--- src/rtl/pipeline_ctrl.sv ---
// Hazard and stall sequencer for the five-stage core.
// Drives the PC and stage-register enables/flushes; runs a memory watchdog and perf counters.
module pipeline_ctrl #(
  parameter int REG_SEL_W    = 5,
  parameter int MAX_MEM_WAIT = 255,
  parameter int CNT_W        = 16
) (
  input  logic                 clk,
  input  logic                 rst_n,
  input  logic [REG_SEL_W-1:0] dec_reg_1_sel,
  input  logic [REG_SEL_W-1:0] dec_reg_2_sel,
  input  logic                 dec_reg_1_used,
  input  logic                 dec_reg_2_used,
  input  logic                 ex_mem_en,
  input  logic                 ex_mem_wrt,
  input  logic                 ex_reg_wrt_en,
  input  logic [REG_SEL_W-1:0] ex_reg_wrt_sel,
  input  logic                 ex_redirect,
  input  logic                 imem_ready,
  input  logic                 dmem_req,
  input  logic                 dmem_ready,
  output logic                 pc_we,
  output logic                 FeDe_we,
  output logic                 DeEx_we,
  output logic                 ExMe_we,
  output logic                 MeWb_we,
  output logic                 FeDe_flush,
  output logic                 DeEx_flush,
  output logic [1:0]           ctrl_state,
  output logic                 mem_timeout,
  output logic [CNT_W-1:0]     stall_cnt,
  output logic [CNT_W-1:0]     redirect_cnt
);

  localparam int WW = (MAX_MEM_WAIT > 1) ? $clog2(MAX_MEM_WAIT) : 1;
  localparam logic [WW-1:0] LAST = WW'(MAX_MEM_WAIT - 1);

  typedef enum logic [1:0] {
    RUN      = 2'd0,
    MEM_WAIT = 2'd1,
    ERROR    = 2'd2
  } state_t;

  state_t        state, state_nxt;
  logic [WW-1:0] wait_cnt, wait_nxt;
  logic          lu, ms, ms_eff, eval;
  logic          sel_ms, sel_rd, sel_lu, sel_if, sel_go;

  assign ms = dmem_req & ~dmem_ready;
  assign lu = ex_mem_en & ~ex_mem_wrt & ex_reg_wrt_en
            & (ex_reg_wrt_sel != '0)
            & ((dec_reg_1_used & (dec_reg_1_sel == ex_reg_wrt_sel))
             | (dec_reg_2_used & (dec_reg_2_sel == ex_reg_wrt_sel)));

  // One-hot selection of the winning condition in priority order
  assign sel_ms = eval & ms_eff;
  assign sel_rd = eval & ~ms_eff & ex_redirect;
  assign sel_lu = eval & ~ms_eff & ~ex_redirect & lu;
  assign sel_if = eval & ~ms_eff & ~ex_redirect & ~lu & ~imem_ready;
  assign sel_go = eval & ~ms_eff & ~ex_redirect & ~lu & imem_ready;

  always_comb begin
    state_nxt  = state;
    wait_nxt   = wait_cnt;
    eval       = 1'b0;
    ms_eff     = 1'b0;
    pc_we      = 1'b0;
    FeDe_we    = 1'b0;
    DeEx_we    = 1'b0;
    ExMe_we    = 1'b0;
    MeWb_we    = 1'b0;
    FeDe_flush = 1'b0;
    DeEx_flush = 1'b0;
    case (state)
      RUN: begin
        eval   = 1'b1;
        ms_eff = ms;
      end
      MEM_WAIT: begin
        if (dmem_ready) begin
          eval      = 1'b1;
          state_nxt = RUN;
        end else begin
          wait_nxt = wait_cnt + 1'b1;
          if (wait_cnt == LAST) state_nxt = ERROR;
        end
      end
      ERROR: ;
      default: state_nxt = RUN;
    endcase
    unique case (1'b1)
      sel_ms: begin
        state_nxt = MEM_WAIT;
        wait_nxt  = '0;
      end
      sel_rd: begin
        {pc_we, FeDe_we, DeEx_we, ExMe_we, MeWb_we} = '1;
        FeDe_flush = 1'b1;
        DeEx_flush = 1'b1;
      end
      sel_lu: begin
        {DeEx_we, ExMe_we, MeWb_we} = '1;
        DeEx_flush = 1'b1;
      end
      sel_if: begin
        {FeDe_we, DeEx_we, ExMe_we, MeWb_we} = '1;
        FeDe_flush = 1'b1;
      end
      sel_go: {pc_we, FeDe_we, DeEx_we, ExMe_we, MeWb_we} = '1;
      default: ;
    endcase
    if (!rst_n) begin
      {pc_we, FeDe_we, DeEx_we, ExMe_we, MeWb_we} = '0;
      FeDe_flush = 1'b0;
      DeEx_flush = 1'b0;
    end
  end

  always_ff @(posedge clk or negedge rst_n) begin
    if (!rst_n) begin
      state        <= RUN;
      wait_cnt     <= '0;
      mem_timeout  <= 1'b0;
      stall_cnt    <= '0;
      redirect_cnt <= '0;
    end else begin
      state    <= state_nxt;
      wait_cnt <= wait_nxt;
      if (state_nxt == ERROR) mem_timeout <= 1'b1;
      if (!pc_we && stall_cnt != '1) stall_cnt <= stall_cnt + 1'b1;
      if (sel_rd && redirect_cnt != '1) redirect_cnt <= redirect_cnt + 1'b1;
    end
  end

  assign ctrl_state = state;

endmodule

--- config.mk ---
export PLATFORM = sky130hd
export DESIGN_NAME = pipeline_ctrl
export DESIGN_NICKNAME = d
export VERILOG_FILES = /design/src/rtl/pipeline_ctrl.sv
export SDC_FILE = /design/constraint.sdc
export NUM_CORES = 1
export LEC_CHECK = 0
export CAP_MARGIN = 25
export CORE_MARGIN = 10
export CORE_UTILIZATION = 62
export DETAILED_ROUTE_END_ITERATION = 6
export DONT_BUFFER_PORTS = 1
export PLACE_DENSITY = 0.78
export SLEW_MARGIN = 20
export SYNTH_ARGS = -nofsm -noshare
export SYNTH_HDL_FRONTEND = slang
export SYNTH_SLANG_ARGS = --single-unit
--- constraint.sdc ---
create_clock -name clk -period 2.63 [get_ports clk]
set_input_delay 0.3945 -clock clk [delete_from_list [all_inputs] [get_ports clk]]
set_output_delay 0.3945 -clock clk [all_outputs]
set_load 0.1 [all_outputs]
==> results of run 1 <==
## tightest hold or removal path: stages
cell and delay (ns):
nor2_1 0.03, nand2_1 0.08, o2bb2ai_1 0.07
## per-layer routing
metal / GRT usage / share of wire / up-vias
li1: - / - / 846
met3: 0.0653 / 0.089 / 12
met1: 0.177 / 0.36 / 872
met5: 0 / 0 / -
met4: 0.0704 / 0.021 / 0
met2: 0.305 / 0.53 / 49
## power groups by stage
stage          clock, W  sequential, W  combinational [W]
2_1_floorplan         0        0.00196           0.000363
3_3_place_gp          0       0.000907            0.00174
3_5_place_dp          0       0.000920            0.00178
4_1_cts        0.000321       0.000907            0.00180
5_1_grt        0.000349       0.000927            0.00189
6_report       0.000314       0.000908            0.00179
## cell usage in the layout, fill, tap and decap left out, types with 4 or more instances in the layout
cell type  netlist  routed
dfrtp_1         43      41
buf_4            3      40
xor2_1          27      27
nor2_1          21      21
nand2_1         19      19
xnor2_1         18      18
nand3_1         14      14
nand4_1         10      10
inv_1            7       6
nor3_1           6       6
and3_1           5       5
clkbuf_4         0       5
nor4b_1          4       4
a21oi_2          1       4
nor4_1           4       4
ha_1             4       4
## state kept, by name, indices dropped and copies added (netlist names)
| register | flops |
|---|---|
| redirect_cnt | 16 |
| stall_cnt | 16 |
| mem_timeout | 1 |
| wait_cnt | 8 |
| ctrl_state | 2 |
## per-stage QoR
step	cells	util
after global routing	312	0.792
after detailed placement	302	0.768
after floorplan	219	-
after global placement	302	0.768
final	312	0.792
after CTS	312	0.792
## how the worst max path moves through the flow
stage,startpoint,end
4_1_cts,ctrl_state[0],pc_we
3_5_place_dp,ex_reg_wrt_sel[1],stall_cnt[1]
6_report,ctrl_state[0],pc_we
5_1_grt,ctrl_state[0],pc_we
2_1_floorplan,ex_reg_wrt_sel[1],FeDe_flush
3_3_place_gp,ex_reg_wrt_sel[1],pc_we
## timing repair
action                                 in CTS  in global routing
endpoints found under the hold margin      43                  0
hold buffers                                2                  0
setup endpoints to repair                   0                  0
setup buffers                               0                  0
## layout make-up
class | count | area (sq um) | share of cell area
Clock inverter | 1 | 5.00 | 0.00185
Inverter | 7 | 30.0 | 0.0111
Sequential cell | 43 | 1080 | 0.399
Tap cell | 46 | 57.6 | 0.0213
Clock buffer | 7 | 45.0 | 0.0167
Timing Repair Buffer | 44 | 378 | 0.140
Multi-Input combinational cell | 164 | 1110 | 0.411
## cell families (layout without fill, tap and decap cells)
logic type	Yosys count	after routing	share of synthesized area
AOI/OAI and AO/OA	11	11	0.0398
xor gates and xnor gates	45	45	0.177
adders and majority gates	4	4	0.0224
buffers and inverters	12	59	0.0252
DFF	43	43	0.482
muxes	4	4	0.0202
and+or+nand+nor	100	100	0.234
==> results.md, run 1 <==
* Pre-CTS WS at around 0.23 ns
* Top-count cell post-synth: dfrtp_1
* Clock root buffer: clkbuf_4
* Antenna violations before repair at 0
* Syn_nets at 249
* CTS tree: done
* Synth unique cells at 32
* Mapped Area at about 0.0022 sq mm
* Layout area overhead at 21.2%
* MaxCap Viol Count at 0
* Fin crit period at approximately 2.5 ns
* Routability cong. at 0.793
* Placed cell areas at 0.00263 sq mm
* Req. time, crit path at between 2 and 2.5 ns
* Clock Latency Late Sink at ~0.36 ns
* Worst Path Arrival at approximately 2.1 ns
* Worst Skew at between 0.005 and 0.006 ns
* Tot Pwr at 0.00302 W
* Crit end category: output port
* Ranking of synthesized cells by area: dfrtp_1 48%, xor2_1 11%, xnor2_1 7.1%
* CP max stage cell: a211oi_4
* DR WL/cell at 17.2 um
* Ys async rst share at 1.00
* Sw frac at 0.573
* Critical path's top delay family: compound AO/OA/AOI/OAI gates
* Status: completed
* Register share of total power at 0.301
* Global-route wire length before repair at 8820 um
* Post-layout nets at 295
* H-tree level count at 2
* Power share of the combinational group at 0.595
* Vias in the first global route at between 1.5k and 2k
* R2r setup slk at about 0.40 ns
* Crit path max fanout at 8
* Clock power share at 0.104
* Clock sink total at 43
* CORE AREA at 0.00342 sq mm
* CP startpoint kind: flop
* Reg2Reg Launch Point: redirect_cnt[0]
* Unrepaired setup endpoints after global routing: no
* P_int at about 0.0013 W
* Sequential area share after synthesis at 0.482
* Clock-pin transition on the worst setup and hold timing paths at roughly 0.12 ns
* Post-DRT Antenna Nets at 0
* Reg2Reg Depth at 7
* Layout cells sized above 1 at 0.233
* Slew Limit Fails at 0
* Maximum vdd drop at 931 uV
* PD cells at between 1000 and 1500 mW/mm^2
* Leak at 1.24 nW
* Psw at 0.00173 W
* Worst path max stage delay at 0.57 ns
* DRC Markers at 0
* Final Routed Wirelength at 5350 um
* Clock Tree Buf Depth at 2
* CTS buffer count at 5
* Final WS setup at roughly 0.16 ns
* CTS resizes at 0
* Worst Hold End: wait_cnt[1]
* HP Start: dmem_ready
* Most frequent cells after synthesis: 43 x dfrtp_1, 27 x xor2_1, 21 x nor2_1, 19 x nand2_1, 18 x xnor2_1
* Fmax at about 400 MHz
* Die area at around 0.0064 sq mm
* Synth top area share at 0.482
* Drt first-iter violations at 103
* Worst Hold Slack at ~0.24 ns
* Via density at 5.70
* Die Wd at 80 um
* Hold depth at 3
* YS warnings at 0
* Setup TNS at 0 ns
* Yosys reg bits at 43
* Via count at 1779
* Largest net degree at the start of global routing at 44
* Final instance area at 0.00271 sq mm
* Slew headroom at 0.397
* ANT cells at 0
* Global route overflow at 0
* Post-DP HPWL at 4120 um
* Top_reg_cell synth: dfrtp_1
* Mapped Cells at 219
* Io pins at 68
* Final setup viols at 0
* Total GRT Usage at 0.172
* Final period util at 0.939
* CP Class: reg2out
* Bufs and invs on worst path at 1
* DIE HEIGHT at 80 um
* Row Count at 21
* Avg Inst Size Synth at around 10 sq um
* Final number of hold-violating endpoints at 0
* Hold WC Path Type: in2reg
* Drt pass-1 iters at 4
* I/O Buffers at 0
* Worst R2R End: redirect_cnt[13]
* Largest area contributor in the netlist: dfrtp_1
* Cells along the critical path: o21bai_1 -> nand3_1 -> a211oi_4 -> buf_16
* EDFF count, synth at 0
* Worst Max-Slew Pin Slew at 0.905 ns
* Fillers at 237
* Initial Utilization at 0.653
* Critical path depth at 4
Note: power is estimated with default switching activity, not from simulation.
==> run 2: changes to the inputs <==
--- a/config.mk
+++ b/config.mk
@@ -6,11 +6,13 @@
 export NUM_CORES = 1
 export LEC_CHECK = 0
 export CAP_MARGIN = 25
+export CORE_ASPECT_RATIO = 0.9
 export CORE_MARGIN = 10
 export CORE_UTILIZATION = 62
 export DETAILED_ROUTE_END_ITERATION = 6
 export DONT_BUFFER_PORTS = 1
 export PLACE_DENSITY = 0.78
+export SKIP_CTS_REPAIR_TIMING = 1
 export SLEW_MARGIN = 20
 export SYNTH_ARGS = -nofsm -noshare
 export SYNTH_HDL_FRONTEND = slang
==> results.md, run 2 (same netlist as run 1, synthesis figures left out) <==
* Status: completed (unchanged)
* Routability cong. at 0.841 (was 0.793)
* Reg area at 0.00108 sq mm (unchanged)
* Final instance area at 0.00276 sq mm (was 0.00271 sq mm)
* Antenna violations before repair at 0 (unchanged)
* Die Wd at 83.2 um (was 80 um)
* DRC Markers at 0 (unchanged)
* Worst R2R End: redirect_cnt[13] (unchanged)
* Worst path max stage delay at 0.56 ns (was 0.57 ns)
* Top layer in use: met4 (unchanged)
* Reg2Reg Depth at 7 (unchanged)
* Setup TNS at 0 ns (unchanged)
* R2r setup slk at 0.36 ns (was 0.40 ns)
* Io pins at 68 (unchanged)
* Cells along the critical path: o21bai_1 -> nand3_1 -> a211oi_4 -> buf_12 (was o21bai_1 -> nand3_1 -> a211oi_4 -> buf_16)
* Clock-pin transition on the worst setup and hold timing paths at 0.07 ns (was 0.12 ns)
* Most frequent cells in the layout: 41 x dfrtp_1, 39 x buf_4, 27 x xor2_1, 21 x nor2_1, 19 x nand2_1 (was 41 x dfrtp_1, 40 x buf_4, 27 x xor2_1, 21 x nor2_1, 19 x nand2_1)
* Row Count at 20 (was 21)
* Post-DRT Antenna Nets at 0 (unchanged)
* Layout cells sized above 1 at 0.238 (was 0.233)
* Commonest non-fill, non-tap cell in the layout: dfrtp_1 (unchanged)
* CTS buffer count at 5 (unchanged)
* Worst Max-Slew Pin Slew at 0.895 ns (was 0.905 ns)
* CTS tree: done (unchanged)
* Clock Tree Buf Depth at 2 (unchanged)
* Fin cells at 309 (was 312)
* Total GRT Usage at 0.178 (was 0.172)
* Post-layout nets at 294 (was 295)
* CP startpoint kind: flop (unchanged)
* Inst Count DP at 299 (was 302)
* Worst Skew at 0.00671 ns (was 0.00536 ns)
* Clock root buffer: clkbuf_8 (was clkbuf_4)
* DIE HEIGHT at 76.9 um (was 80 um)
* Vias in the first global route at 1963 (was 1860)
* Fillers at 219 (was 237)
* Fin crit period at 2.42 ns (was 2.47 ns)
* Met2 Wirelength at 2940 um (was 2840 um)
* ANT cells at 0 (unchanged)
* CP Class: reg2out (unchanged)
* Clock Latency Late Sink at 0.29 ns (was 0.36 ns)
* Post-DP HPWL at 4280 um (was 4120 um)
* Reg2Reg Launch Point: redirect_cnt[0] (unchanged)
* Worst Path Arrival at 2.03 ns (was 2.07 ns)
* Via density at 5.79 (was 5.70)
* Largest registers: redirect_cnt (16), stall_cnt (16), wait_cnt (8) (unchanged)
* Wl on met1 at 2120 um (was 1920 um)
* Clock sink total at 43 (unchanged)
* Drt first-iter violations at 76 (was 103)
* Initial Utilization at 0.651 (was 0.653)
* Worst Hold Slack at 0.331 ns (was 0.239 ns)
* Slew headroom at 0.403 (was 0.397)
* Final setup viols at 0 (unchanged)
* Final core utilization at 0.806 (was 0.792)
* Worst Hold End: wait_cnt[1] (unchanged)
* PD cells at 1170 mW/mm^2 (was 1120 mW/mm^2)
* Multi-input gate area at 0.00111 sq mm (unchanged)
* Layout area overhead at 23.8% (was 21.2%)
* Final number of hold-violating endpoints at 0 (unchanged)
* Global route overflow at 0 (unchanged)
* Fmax at 413 MHz (was 405 MHz)
* Largest net degree at the start of global routing at 45 (was 44)
* Via count at 1788 (was 1779)
* H-tree level count at 2 (unchanged)
* Hold depth at 3 (unchanged)
* Unrepaired setup endpoints after global routing: no (unchanged)
* Hold WC Path Type: in2reg (unchanged)
* Crit end category: output port (unchanged)
* HP Start: dmem_ready (unchanged)
* Crit path max fanout at 9 (was 8)
* Final period util at 0.921 (was 0.939)
* CORE AREA at 0.00343 sq mm (was 0.00342 sq mm)
* CP max stage cell: a211oi_4 (unchanged)
* MaxCap Viol Count at 0 (unchanged)
* Leak at 1.26 nW (was 1.24 nW)
* Final Routed Wirelength at 5560 um (was 5350 um)
* Maximum vdd drop at 950 uV (was 931 uV)
* DR WL met3 at 420 um (was 475 um)
* Global-route wire length before repair at 9610 um (was 8820 um)
* Die area at 0.00640 sq mm (about the same)
* I/O Buffers at 0 (unchanged)
* Drt pass-1 iters at 4 (unchanged)
* Slew Limit Fails at 0 (unchanged)
* Req. time, crit path at 2.24 ns (about the same)
* DR WL/cell at 18.0 um (was 17.2 um)
* Placed cell areas at 0.00261 sq mm (was 0.00263 sq mm)
[run 2: changes by cell type in the layout (fill, tap and decap cells not counted)]
cell	previous run	this run
bufinv_16	0	1
clkbuf_4	5	0
clkbuf_8	0	6
clkbuf_1	2	0
buf_4	40	39
[run 2: routing by layer]
| layer | vias to the layer above | GRT usage |
|---|---|---|
| met1 | 900 | 0.180 |
| met3 | 6 | 0.0781 |
| met2 | 43 | 0.316 |
| met5 | - | 0 |
| met4 | 0 | 0.0629 |
| li1 | 839 | - |
[run 2: worst max-delay path, delay by kind of cell, from the launching register on]
kind,cells,cell delay [ns]
flip-flops,1,0.41
AO/OA/AOI/OAI,2,0.75
buffers and inverters,1,0.25
AND/OR/NAND/NOR,1,0.32
[run 2: layout make-up]
type	count	share of cell area
multi-input cells	164	0.402
clock buffers	6	0.0299
repair buffers	43	0.134
clock inverters	2	0.0127
flip-flops and latches	43	0.390
inverters	7	0.0109
well taps	44	0.0199
[run 2: where the power goes]
part	total (W)	switching [W]	leakage (nW)	internal, W
logic	0.00179	0.00142	0.676	0.000367
registers	0.000916	0.000101	0.526	0.000816
clock network	0.000530	0.000223	0.0612	0.000307
total	0.00324	0.00175	1.26	0.00149
[run 2: per-stage QoR]
stage	worst slack (ns)	power, W
after detailed placement	0.249	0.00270
after global routing	0.0593	0.00339
after CTS	0.191	0.00324
final	0.209	0.00324
after floorplan	-0.550	0.00232
after global placement	0.248	0.00265
[run 2: how the worst max path moves through the flow]
stage                       from            end  slack, ns  cells after the start
6_report           ctrl_state[0]          pc_we       0.21                      4
5_1_grt            ctrl_state[0]          pc_we       0.06                      4
4_1_cts            ctrl_state[0]          pc_we       0.19                      4
3_5_place_dp   ex_reg_wrt_sel[1]  stall_cnt[10]       0.25                      7
3_3_place_gp   ex_reg_wrt_sel[1]          pc_we       0.25                      5
2_1_floorplan  ex_reg_wrt_sel[1]     FeDe_flush      -0.55                      5
==> run 3: changes to the inputs <==
--- a/config.mk
+++ b/config.mk
@@ -5,14 +5,14 @@
 export SDC_FILE = /design/constraint.sdc
 export NUM_CORES = 1
 export LEC_CHECK = 0
+export ABC_CLOCK_PERIOD_IN_PS = 2630
 export CAP_MARGIN = 25
 export CORE_ASPECT_RATIO = 0.9
 export CORE_MARGIN = 10
-export CORE_UTILIZATION = 62
+export CORE_UTILIZATION = 55
 export DETAILED_ROUTE_END_ITERATION = 6
 export DONT_BUFFER_PORTS = 1
-export PLACE_DENSITY = 0.78
-export SKIP_CTS_REPAIR_TIMING = 1
+export PLACE_DENSITY = 0.7
 export SLEW_MARGIN = 20
 export SYNTH_ARGS = -nofsm -noshare
 export SYNTH_HDL_FRONTEND = slang
==> results.md, run 3 (same netlist as run 1, synthesis figures left out) <==
* Post-DP HPWL at 4290 um (was 4280 um)
* Post-layout nets at 295 (was 294)
* Slew Limit Fails at 0 (unchanged)
* Final period util at 0.910 (was 0.921)
* Drt first-iter violations at 57 (was 76)
* CP max stage cell: a211oi_4 (unchanged)
* Worst path max stage delay at 0.54 ns (was 0.56 ns)
* Inst Count DP at 302 (was 299)
* Largest registers: redirect_cnt (16), stall_cnt (16), wait_cnt (8) (unchanged)
* CTS tree: done (unchanged)
* Met2 Wirelength at 2690 um (was 2940 um)
* Hold WC Path Type: in2reg (unchanged)
* I/O Buffers at 0 (unchanged)
* Final core utilization at 0.718 (was 0.806)
* Global-route wire length before repair at 8820 um (was 9610 um)
* DR WL/cell at 17.5 um (was 18.0 um)
* Clock Latency Late Sink at 0.29 ns (about the same)
* Antenna violations before repair at 0 (unchanged)
* Clock root buffer: clkbuf_8 (unchanged)
* Fin cells at 311 (was 309)
* Worst Max-Slew Pin Slew at 0.907 ns (was 0.895 ns)
* ANT cells at 0 (unchanged)
* DIE HEIGHT at 80.4 um (was 76.9 um)
* Status: completed (unchanged)
* Final WS setup at 0.238 ns (was 0.209 ns)
* MaxCap Viol Count at 0 (unchanged)
* Fin crit period at 2.39 ns (was 2.42 ns)
* Most frequent cells in the layout: 41 x dfrtp_1, 39 x buf_4, 27 x xor2_1, 21 x nor2_1, 19 x nand2_1 (unchanged)
* CP Class: reg2out (unchanged)
* Die area at 0.00701 sq mm (was 0.00640 sq mm)
* DR WL met3 at 614 um (was 420 um)
* Layout cells sized above 1 at 0.230 (was 0.238)
* CTS buffer count at 5 (unchanged)
* Commonest non-fill, non-tap cell in the layout: dfrtp_1 (unchanged)
* Fmax at 418 MHz (was 413 MHz)
* Global route overflow at 0 (unchanged)
* Slew headroom at 0.396 (was 0.403)
* CORE AREA at 0.00381 sq mm (was 0.00343 sq mm)
* Worst Path Arrival at 2.00 ns (was 2.03 ns)
* PD cells at 1130 mW/mm^2 (was 1170 mW/mm^2)
* Vias in the first global route at 1852 (was 1963)
* Tot Pwr at 0.00311 W (was 0.00324 W)
* Final setup viols at 0 (unchanged)
* Io pins at 68 (unchanged)
* Via density at 5.68 (was 5.79)
* CP startpoint kind: flop (unchanged)
* Cells along the critical path: o21bai_1 -> nand3_1 -> a211oi_4 -> buf_12 (unchanged)
* Fillers at 272 (was 219)
* Crit path max fanout at 8 (was 9)
* Largest net degree at the start of global routing at 44 (was 45)
* Total GRT Usage at 0.155 (was 0.178)
* Drt pass-1 iters at 4 (unchanged)
* Layout area overhead at 22.6% (was 23.8%)
* Final Routed Wirelength at 5450 um (was 5560 um)
* Crit end category: output port (unchanged)
* Routability cong. at 0.814 (was 0.841)
* Wl on met1 at 2080 um (was 2120 um)
* Maximum vdd drop at 1080 uV (was 950 uV)
* Leak at 1.25 nW (was 1.26 nW)
* Clock Tree Buf Depth at 2 (unchanged)
* DRC Markers at 0 (unchanged)
* Pre-CTS WS at 0.241 ns (was 0.249 ns)
* Via count at 1765 (was 1788)
* Top layer in use: met4 (unchanged)
* Die Wd at 87.2 um (was 83.2 um)
* Final number of hold-violating endpoints at 0 (unchanged)
* Clock-pin transition on the worst setup and hold timing paths at 0.07 ns (about the same)
* Row Count at 21 (was 20)
* Post-DRT Antenna Nets at 0 (unchanged)
* Req. time, crit path at 2.24 ns (about the same)
* Unrepaired setup endpoints after global routing: no (unchanged)
* Clock sink total at 43 (unchanged)
* Setup TNS at 0 ns (unchanged)
* Worst Skew at 0.00509 ns (was 0.00671 ns)
* H-tree level count at 2 (unchanged)
* Initial Utilization at 0.586 (was 0.651)
-- run 3: cell types whose count changed in the layout (fill, tap and decap cells not counted), sizes merged --
| cell | previous run | this run |
|---|---|---|
| bufinv | 1 | 0 |
| clkinv | 1 | 0 |
| buf | 42 | 43 |
| clkbuf | 6 | 7 |
-- run 3: layout make-up --
type	count	area [sq um]	area share
clock buffers	7	76.3	0.0279
inverters	7	30.0	0.0110
multi-input cells	164	1110	0.406
flip-flops and latches	43	1080	0.394
well taps	46	57.6	0.0210
repair buffers	44	383	0.140
-- run 3: power by group --
part | switching, W | total [W] | internal (W) | leakage (nW)
Clock | 0.000201 | 0.000384 | 0.000183 | 0.0383
Sequential | 0.000109 | 0.000925 | 0.000817 | 0.526
Combinational | 0.00142 | 0.00180 | 0.000372 | 0.682
Total | 0.00173 | 0.00311 | 0.00137 | 1.25
-- run 3: final timing paths --
check / to / startpoint / slack (ns) / cells after the start
min reg2reg: wait_cnt[4] / wait_cnt[4] / 0.55 / 2
max: pc_we / ctrl_state[0] / 0.24 / 4
min: wait_cnt[1] / dmem_ready / 0.32 / 3
max reg2reg: redirect_cnt[13] / redirect_cnt[0] / 0.52 / 7
max in group asynchronous: ctrl_state[0] / rst_n / 1.84 / 2
min in group asynchronous: stall_cnt[14] / rst_n / 0.57 / 2
-- run 3: through the flow --
stage	cell area (sq um)	hold WS [ns]
floorplan	2240	0.0989
global placement	2630	0.100
detailed placement	2630	0.100
CTS	2740	0.321
global route	2740	0.317
finish	2740	0.324
-- run 3: timing repair --
action,CTS,global route
resized for setup,0,0
endpoints found under the hold margin,43,0
setup buffers,0,0
hold buffers,2,0
-- run 3: routing by layer --
metal  global-route usage  vias up
li1                     -      842
met1                0.168      867
met2                0.258       51
met3               0.0757        5
met4               0.0541        0
met5                    0        -
-- run 3: worst max-delay path, delay by kind of cell, from the launching register on --
family | cells | cell delay (ns)
compound gates | 2 | 0.73
buf+inv | 1 | 0.25
flops | 1 | 0.40
simple gates | 1 | 0.33
